--- config.mk ---
export PLATFORM = sky130hd
export DESIGN_NAME = code_decoder_hs
export DESIGN_NICKNAME = d
export VERILOG_FILES = /design/src/rtl/code_decoder_hs.sv
export SDC_FILE = /design/constraint.sdc
export NUM_CORES = 1
export LEC_CHECK = 0
export BUFFER_PORTS_ARGS = -buffer_cell sky130_fd_sc_hd__buf_2
export CORE_MARGIN = 8
export CORE_UTILIZATION = 45
export CTS_CLUSTER_DIAMETER = 40
export DETAILED_ROUTE_END_ITERATION = 8
export PLACE_DENSITY = 0.7
export SYNTH_ARGS = -nofsm -noshare
export SYNTH_HDL_FRONTEND = slang
export SYNTH_SLANG_ARGS = --single-unit
export TNS_END_PERCENT = 100
--- constraint.sdc ---
create_clock -name clk -period 1.8 [get_ports clk]
set_clock_uncertainty 0.15 [all_clocks]
set_input_delay 0.18 -clock clk [delete_from_list [all_inputs] [get_ports clk]]
set_output_delay 0.18 -clock clk [all_outputs]
set_load 0.02 [all_outputs]
--- src/rtl/code_decoder_hs.sv ---
// Registered binary-to-one-hot decoder with valid/ready input and ack-terminated output.
// Optional ack timeout is enabled by defining DECODER_TIMEOUT_EN.
module code_decoder_hs #(
    parameter int CODE_W  = 2,
    parameter int CNT_W   = 8,
    parameter int TIMEOUT = 15
) (
    input  logic                 clk,
    input  logic                 rst_n,
    input  logic                 in_valid,
    input  logic [CODE_W-1:0]    in_code,
    output logic                 in_ready,
    output logic [2**CODE_W-1:0] dec_out,
    output logic                 dec_valid,
    input  logic                 dec_ack,
    output logic [CNT_W-1:0]     txn_cnt,
    output logic                 timeout_err
);

    localparam int NLINES = 2**CODE_W;

    typedef enum logic {IDLE, BUSY} state_t;

    state_t              state_q, state_d;
    logic [NLINES-1:0]   dec_out_q, dec_out_d;
    logic                dec_valid_q, dec_valid_d;
    logic [CNT_W-1:0]    txn_cnt_q, txn_cnt_d;
    logic                accept;

`ifdef DECODER_TIMEOUT_EN
    localparam int TMR_W = (TIMEOUT < 1) ? 1 : $clog2(TIMEOUT + 1);
    logic [TMR_W-1:0]    timer_q, timer_d;
    logic                timeout_err_q, timeout_err_d;
`endif

    // A finishing line can be replaced in the same cycle it is acked.
    assign in_ready = (state_q == IDLE) | ((state_q == BUSY) & dec_ack);
    assign accept   = in_valid & in_ready;

    always_comb begin
        state_d     = state_q;
        dec_out_d   = dec_out_q;
        dec_valid_d = dec_valid_q;
        txn_cnt_d   = txn_cnt_q;
`ifdef DECODER_TIMEOUT_EN
        timer_d       = timer_q;
        timeout_err_d = 1'b0;
`endif
        if (accept) begin
            state_d     = BUSY;
            dec_out_d   = NLINES'(1) << in_code;
            dec_valid_d = 1'b1;
            txn_cnt_d   = txn_cnt_q + 1'b1;
`ifdef DECODER_TIMEOUT_EN
            timer_d     = '0;
`endif
        end else if (state_q == BUSY) begin
            if (dec_ack) begin
                state_d     = IDLE;
                dec_out_d   = '0;
                dec_valid_d = 1'b0;
            end
`ifdef DECODER_TIMEOUT_EN
            // Ack on the limit cycle takes the branch above, so no error then.
            else if (timer_q == TMR_W'(TIMEOUT)) begin
                state_d       = IDLE;
                dec_out_d     = '0;
                dec_valid_d   = 1'b0;
                timeout_err_d = 1'b1;
            end else begin
                timer_d = timer_q + 1'b1;
            end
`endif
        end
    end

    always_ff @(posedge clk or negedge rst_n) begin
        if (!rst_n) begin
            state_q     <= IDLE;
            dec_out_q   <= '0;
            dec_valid_q <= 1'b0;
            txn_cnt_q   <= '0;
        end else begin
            state_q     <= state_d;
            dec_out_q   <= dec_out_d;
            dec_valid_q <= dec_valid_d;
            txn_cnt_q   <= txn_cnt_d;
        end
    end

`ifdef DECODER_TIMEOUT_EN
    always_ff @(posedge clk or negedge rst_n) begin
        if (!rst_n) begin
            timer_q       <= '0;
            timeout_err_q <= 1'b0;
        end else begin
            timer_q       <= timer_d;
            timeout_err_q <= timeout_err_d;
        end
    end

    assign timeout_err = timeout_err_q;
`else
    assign timeout_err = 1'b0;
`endif

    assign dec_out   = dec_out_q;
    assign dec_valid = dec_valid_q;
    assign txn_cnt   = txn_cnt_q;

endmodule

# Word level (Yosys, flattened, before mapping)
# Index checks and enable logic that the tools add are counted.
[totals]
register_bits = 14
in_bits = 6
[op_classes]
add_sub_neg = 1
n_shift = 1
mux = 9
bitwise = 4
n_reduce_logical = 3
[op_table]
columns = ["cell", "count"]
rows = [
  ["4-bit 2-to-1 mux", 3],
  ["8-bit by 1-bit adder with 8-bit output (second input constant)", 1],
  ["1-bit 2-to-1 mux", 6],
  ["2-bit nonzero test", 2],
  ["1-bit by 2-bit << shifter with 4-bit output (first input constant)", 1],
  ["1-bit AND", 2],
  ["2-bit AND reduction", 1],
  ["1-bit NOT", 1],
  ["1-bit OR", 1],
]

# Depth between registers and ports, before layout
[logic_depth]
ltp_word = 5
mapped_depth = 6

# Worst setup path after synthesis
# No wires, ideal clock.
[synth_timing]
path_kind = "reg-to-reg"
from = "register txn_cnt_q[0] (netlist: txn_cnt[0])"
to = "register txn_cnt_q[6] (netlist: txn_cnt[6])"
setup_ps = 129
arrival_ps = 1157
path_slack_ps = 364
stages_incl_launch_ff = 6
n_path_buf = 0
path_cell_list = "dfrtp_1 -> ha_1 -> nand2_1 -> nor3_4 -> nand3_2 -> xnor2_1"
[synth_between]
elab_chain_cells = 1
[synth_lines]
columns = ["item", "line", "text"]
rows = [
  ["start: declaration", "27", "logic [CNT_W-1:0] txn_cnt_q, txn_cnt_d;"],
  ["start signal: assignment", "87", "txn_cnt_q <= txn_cnt_d;"],
  ["8-bit by 1-bit adder with 8-bit output", "53", "txn_cnt_d = txn_cnt_q + 1'b1;"],
]
# No other way between the ends.
# A chain may end at the register's enable or synchronous reset.

# Final worst setup path
[layout_timing]
from = "register state_q"
to = "output port in_ready"
[layout_between]
elab_chain_cells = 2
[layout_lines]
columns = ["item", "line", "text"]
rows = [
  ["start: declaration", "24", "state_t state_q, state_d;"],
  ["start signal: assignment", "84", "state_q <= state_d;"],
  ["1-bit AND / 1-bit NOT (equally long branches)", "37", "assign in_ready = (state_q == IDLE) | ((state_q == BUSY) & dec_ack);"],
  ["1-bit OR (*)", "37", ""],
  ["end: declaration", "12", "output logic in_ready,"],
]
# Mark *: on every way between the ends. The rest lies on a longest branch, timed or not.

==> summary.txt <==
STATUS
--------------------------------------------------------------------------------
Status                                                              complete, no violations

SETUP PATH
--------------------------------------------------------------------------------
Levels on crit path                                                            3
WP data required                                                         1470 ps
Critical setup path kind                                            register to output port
Kind of cell adding the most delay to the critical path               flip-flops
Arrival time worst endpoint                                              1300 ps
Startpoint types                                                        register
Minimum setup slack among reg-to-reg paths                                270 ps
Buffers & Inverters on Critical Path                                           2
Highest net fanout along the worst path                                        6
Worst Reg2Reg Path Length in Cells                                             4
Sort of element at the end of the critical path                      output port
Endpoint of the most critical register-to-register path               txn_cnt[1]
Critical path, cell by cell                                         nor2b_1 -> inv_4 -> buf_2
Reg2Reg Launch Point                                                     state_q
Critical-path cell with the highest stage delay                     sky130_fd_sc_hd__dfrtp_1
Largest stage delay, worst path                                           430 ps

GRT
--------------------------------------------------------------------------------
Via count of the first global-routing pass                                   545
GRT overflow                                                                   0
GRT Overall Usage                                                          0.108
Largest net degree at the start of global routing                             15
Initial antenna violation count                                                0
Wire length of the first global-routing pass                             2.31 mm

PWR
--------------------------------------------------------------------------------
Power density over the cells                                         1220 nW/um2
Maximum vdd drop                                                        0.749 mV
Reported leakage power                                                  0.417 nW

TIMING
--------------------------------------------------------------------------------
Slew Limit Fails                                                               0
Post-Route Hold Slack                                                    92.3 ps
Total of endpoints with negative setup slack in the final report               0
F_max                                                                  0.613 GHz
Final critical-path required period                                      1630 ps
Final TNS setup                                                             0 ps
RSZ-0062 raised after global routing                                          no
Worst Setup Slack, final                                                  169 ps
Period utilization                                                         0.906
Number of hold violations in the final report                                  0

CTS
--------------------------------------------------------------------------------
Clock transition at the registers of the reported paths                    80 ps
Clock sink count                                                              14
Clock insertion delay at the later pin of the skew report                 270 ps
Deepest level of the CTS H-tree                                                1
Clk Tree Root Cell                                                  sky130_fd_sc_hd__clkbuf_4
Number of CTS-inserted buffers                                                 3
TritonCTS clock tree                                                       built
Number of buffers between clock root and the deepest sink                      2

DRT
--------------------------------------------------------------------------------
Number of vias in the routed layout                                          525
Remaining antenna violation count after routing                                0
DRT iter0 DRCs                                                                 5
Post-detailed-routing wire length                                        1.34 mm
Drt drc                                                                        0
Post-detailed-route wirelength per cell                                  13.2 um
Routed vias/inst                                                            5.15
TritonRoute pass-1 iters                                                       2

HOLD PATH
--------------------------------------------------------------------------------
Hold Crit Start                                                          dec_ack
Worst hold path stage count                                                    3
Worst min-delay path endpoint                                         dec_out[0]
Type of the tightest min-delay check                                input pin to register

FLOORPLANNING
--------------------------------------------------------------------------------
Placement row count                                                           14
Horizontal extent of the die                                             55.0 um
Die height                                                               55.0 um
Total Die Area                                                          3030 um2
Core Box Area                                                           1470 um2
Number of top-level design ports                                              21
Starting density of the core                                               0.466

SYNTH
--------------------------------------------------------------------------------
Yosys cell types                                                              24
Syn_nets                                                                      71
Yosys Warn Count                                                               0
Yosys reg bits                                                                14
Synthesized area per cell                                               10.7 um2
Netlist area before placement                                            686 um2
Proportion of synthesized chip area in sequential cells                    0.511
Count of mapped cells out of synthesis                                        64

PLACEMENT
--------------------------------------------------------------------------------
Placed wire-length estimate                                              1.02 mm
Port Buffer Count                                                             19
Gp weighted congestion                                                     0.776
Worst-case setup slack after placement                                    280 ps

LAYOUT
--------------------------------------------------------------------------------
Number of nets at the end of the flow                                         95
Number of fill cells in the layout                                           149
Diodes inserted                                                                0
Layout area overhead                                                       19.9%
Fraction of final layout cells with drive strength greater than 1          0.337
Register Area                                                            350 um2
Area of combinational cells with multiple inputs                         299 um2

FLOW RUN
--------------------------------------------------------------------------------
Max Cap Violations                                                             0

-- what timing repair did --
action / CTS / global route
setup buffers: 0 / 0
hold buffers: 1 / 0
hold endpoints to repair: 14 / 0
resized for setup: 0 / 0
-- cells by family (layout without fill, tap and decap cells) --
kind of cell	count (synthesis)	in the layout	synth area share
XOR/XNOR	7	7	0.0894
buffers and inverters	5	27	0.0529
AO/OA/AOI/OAI	13	13	0.109
other	1	1	0.00547
AND/OR/NAND/NOR	21	21	0.182
flip-flops	14	14	0.511
adder cells (fa/ha/maj)	1	1	0.0182
multiplexers	2	2	0.0310
-- Yosys cell counts --
| library cell | n | area, um2 |
|---|---|---|
| sky130_fd_sc_hd__nand3_4 | 1 | 17.5 |
| sky130_fd_sc_hd__o21ai_0 | 4 | 20.0 |
| sky130_fd_sc_hd__a22oi_1 | 4 | 30.0 |
| sky130_fd_sc_hd__conb_1 | 1 | 3.75 |
| sky130_fd_sc_hd__buf_4 | 2 | 15.0 |
| sky130_fd_sc_hd__xnor2_1 | 3 | 26.3 |
| sky130_fd_sc_hd__nor2b_1 | 1 | 6.26 |
| sky130_fd_sc_hd__a21oi_1 | 5 | 25.0 |
| sky130_fd_sc_hd__nand3_2 | 1 | 10.0 |
| sky130_fd_sc_hd__nor3_4 | 1 | 16.3 |
| sky130_fd_sc_hd__mux2i_1 | 1 | 10.0 |
| sky130_fd_sc_hd__inv_1 | 1 | 3.75 |
| sky130_fd_sc_hd__buf_6 | 1 | 11.3 |
| sky130_fd_sc_hd__mux2_1 | 1 | 11.3 |
| sky130_fd_sc_hd__dfrtp_1 | 14 | 350 |
| sky130_fd_sc_hd__nand2_1 | 6 | 22.5 |
| sky130_fd_sc_hd__nor3_1 | 1 | 5.00 |
| sky130_fd_sc_hd__xor2_1 | 4 | 35.0 |
| sky130_fd_sc_hd__nand4_1 | 1 | 6.26 |
| sky130_fd_sc_hd__nand2_2 | 1 | 6.26 |
| sky130_fd_sc_hd__inv_4 | 1 | 6.26 |
| sky130_fd_sc_hd__and3_1 | 2 | 12.5 |
| sky130_fd_sc_hd__ha_1 | 1 | 12.5 |
| sky130_fd_sc_hd__nor2_1 | 6 | 22.5 |
-- worst max-delay path by stage --
stage / from / endpoint / slack, ps
final: state_q / in_ready / 170
after global routing: state_q / in_ready / 60
after CTS: state_q / in_ready / 150
after detailed placement: state_q / txn_cnt[1] / 280
after global placement: state_q / txn_cnt[1] / 360
after floorplan: txn_cnt[0] / txn_cnt[6] / 360
-- metal layers --
metal  share of wire  wire [um]  global-route usage
met5               0          0                   0
met4           0.012         16              0.0840
met3           0.045         61              0.0267
met2            0.50        666               0.170
met1            0.44        597               0.122
-- power by group --
part	internal (mW)	switching, mW
clock network	0.0774	0.0953
logic	0.136	0.217
registers	0.393	0.0866
total	0.607	0.399
-- state kept, by name, summed over array words and instances, names as in the netlist --
| name | cells |
|---|---|
| dec_out | 4 |
| dec_valid | 1 |
| state_q | 1 |
| txn_cnt | 8 |
-- area by class of cell --
cell class	instances	share of cell area
Clock buffer	3	0.0274
Sequential cell	14	0.426
Tap cell	16	0.0244
Timing Repair Buffer	22	0.146
Inverter	2	0.0122
Multi-Input combinational cell	45	0.364
-- worst reg2reg max path, stage by stage, from the launching register on --
cell and delay (ps):
sky130_fd_sc_hd__dfrtp_1 430, sky130_fd_sc_hd__nor2b_1 340, sky130_fd_sc_hd__inv_4 80, sky130_fd_sc_hd__nand2_2 100
sky130_fd_sc_hd__mux2_1 310
-- stage by stage --
step,instance area [um2],power [mW],std cells,util
finish,822,1.01,102,0.559
CTS,822,1.02,102,0.559
global placement,790,0.841,98,0.537
floorplan,686,0.718,64,-
global route,822,1.08,102,0.559
detailed placement,790,0.844,98,0.537
-- layout by cell type (no fill, tap or decap), types with 2 or more instances in the layout --
cell                       synthesis  final
sky130_fd_sc_hd__buf_2             0     19
sky130_fd_sc_hd__dfrtp_1          14     14
sky130_fd_sc_hd__nand2_1           6      6
sky130_fd_sc_hd__nor2_1            6      6
sky130_fd_sc_hd__a21oi_1           5      5
sky130_fd_sc_hd__xor2_1            4      4
sky130_fd_sc_hd__a22oi_1           4      4
sky130_fd_sc_hd__o21ai_0           4      4
sky130_fd_sc_hd__xnor2_1           3      3
sky130_fd_sc_hd__clkbuf_4          0      3
sky130_fd_sc_hd__and3_1            2      2
sky130_fd_sc_hd__buf_4             2      2
No activity file was read; power rests on OpenSTA's default activity.
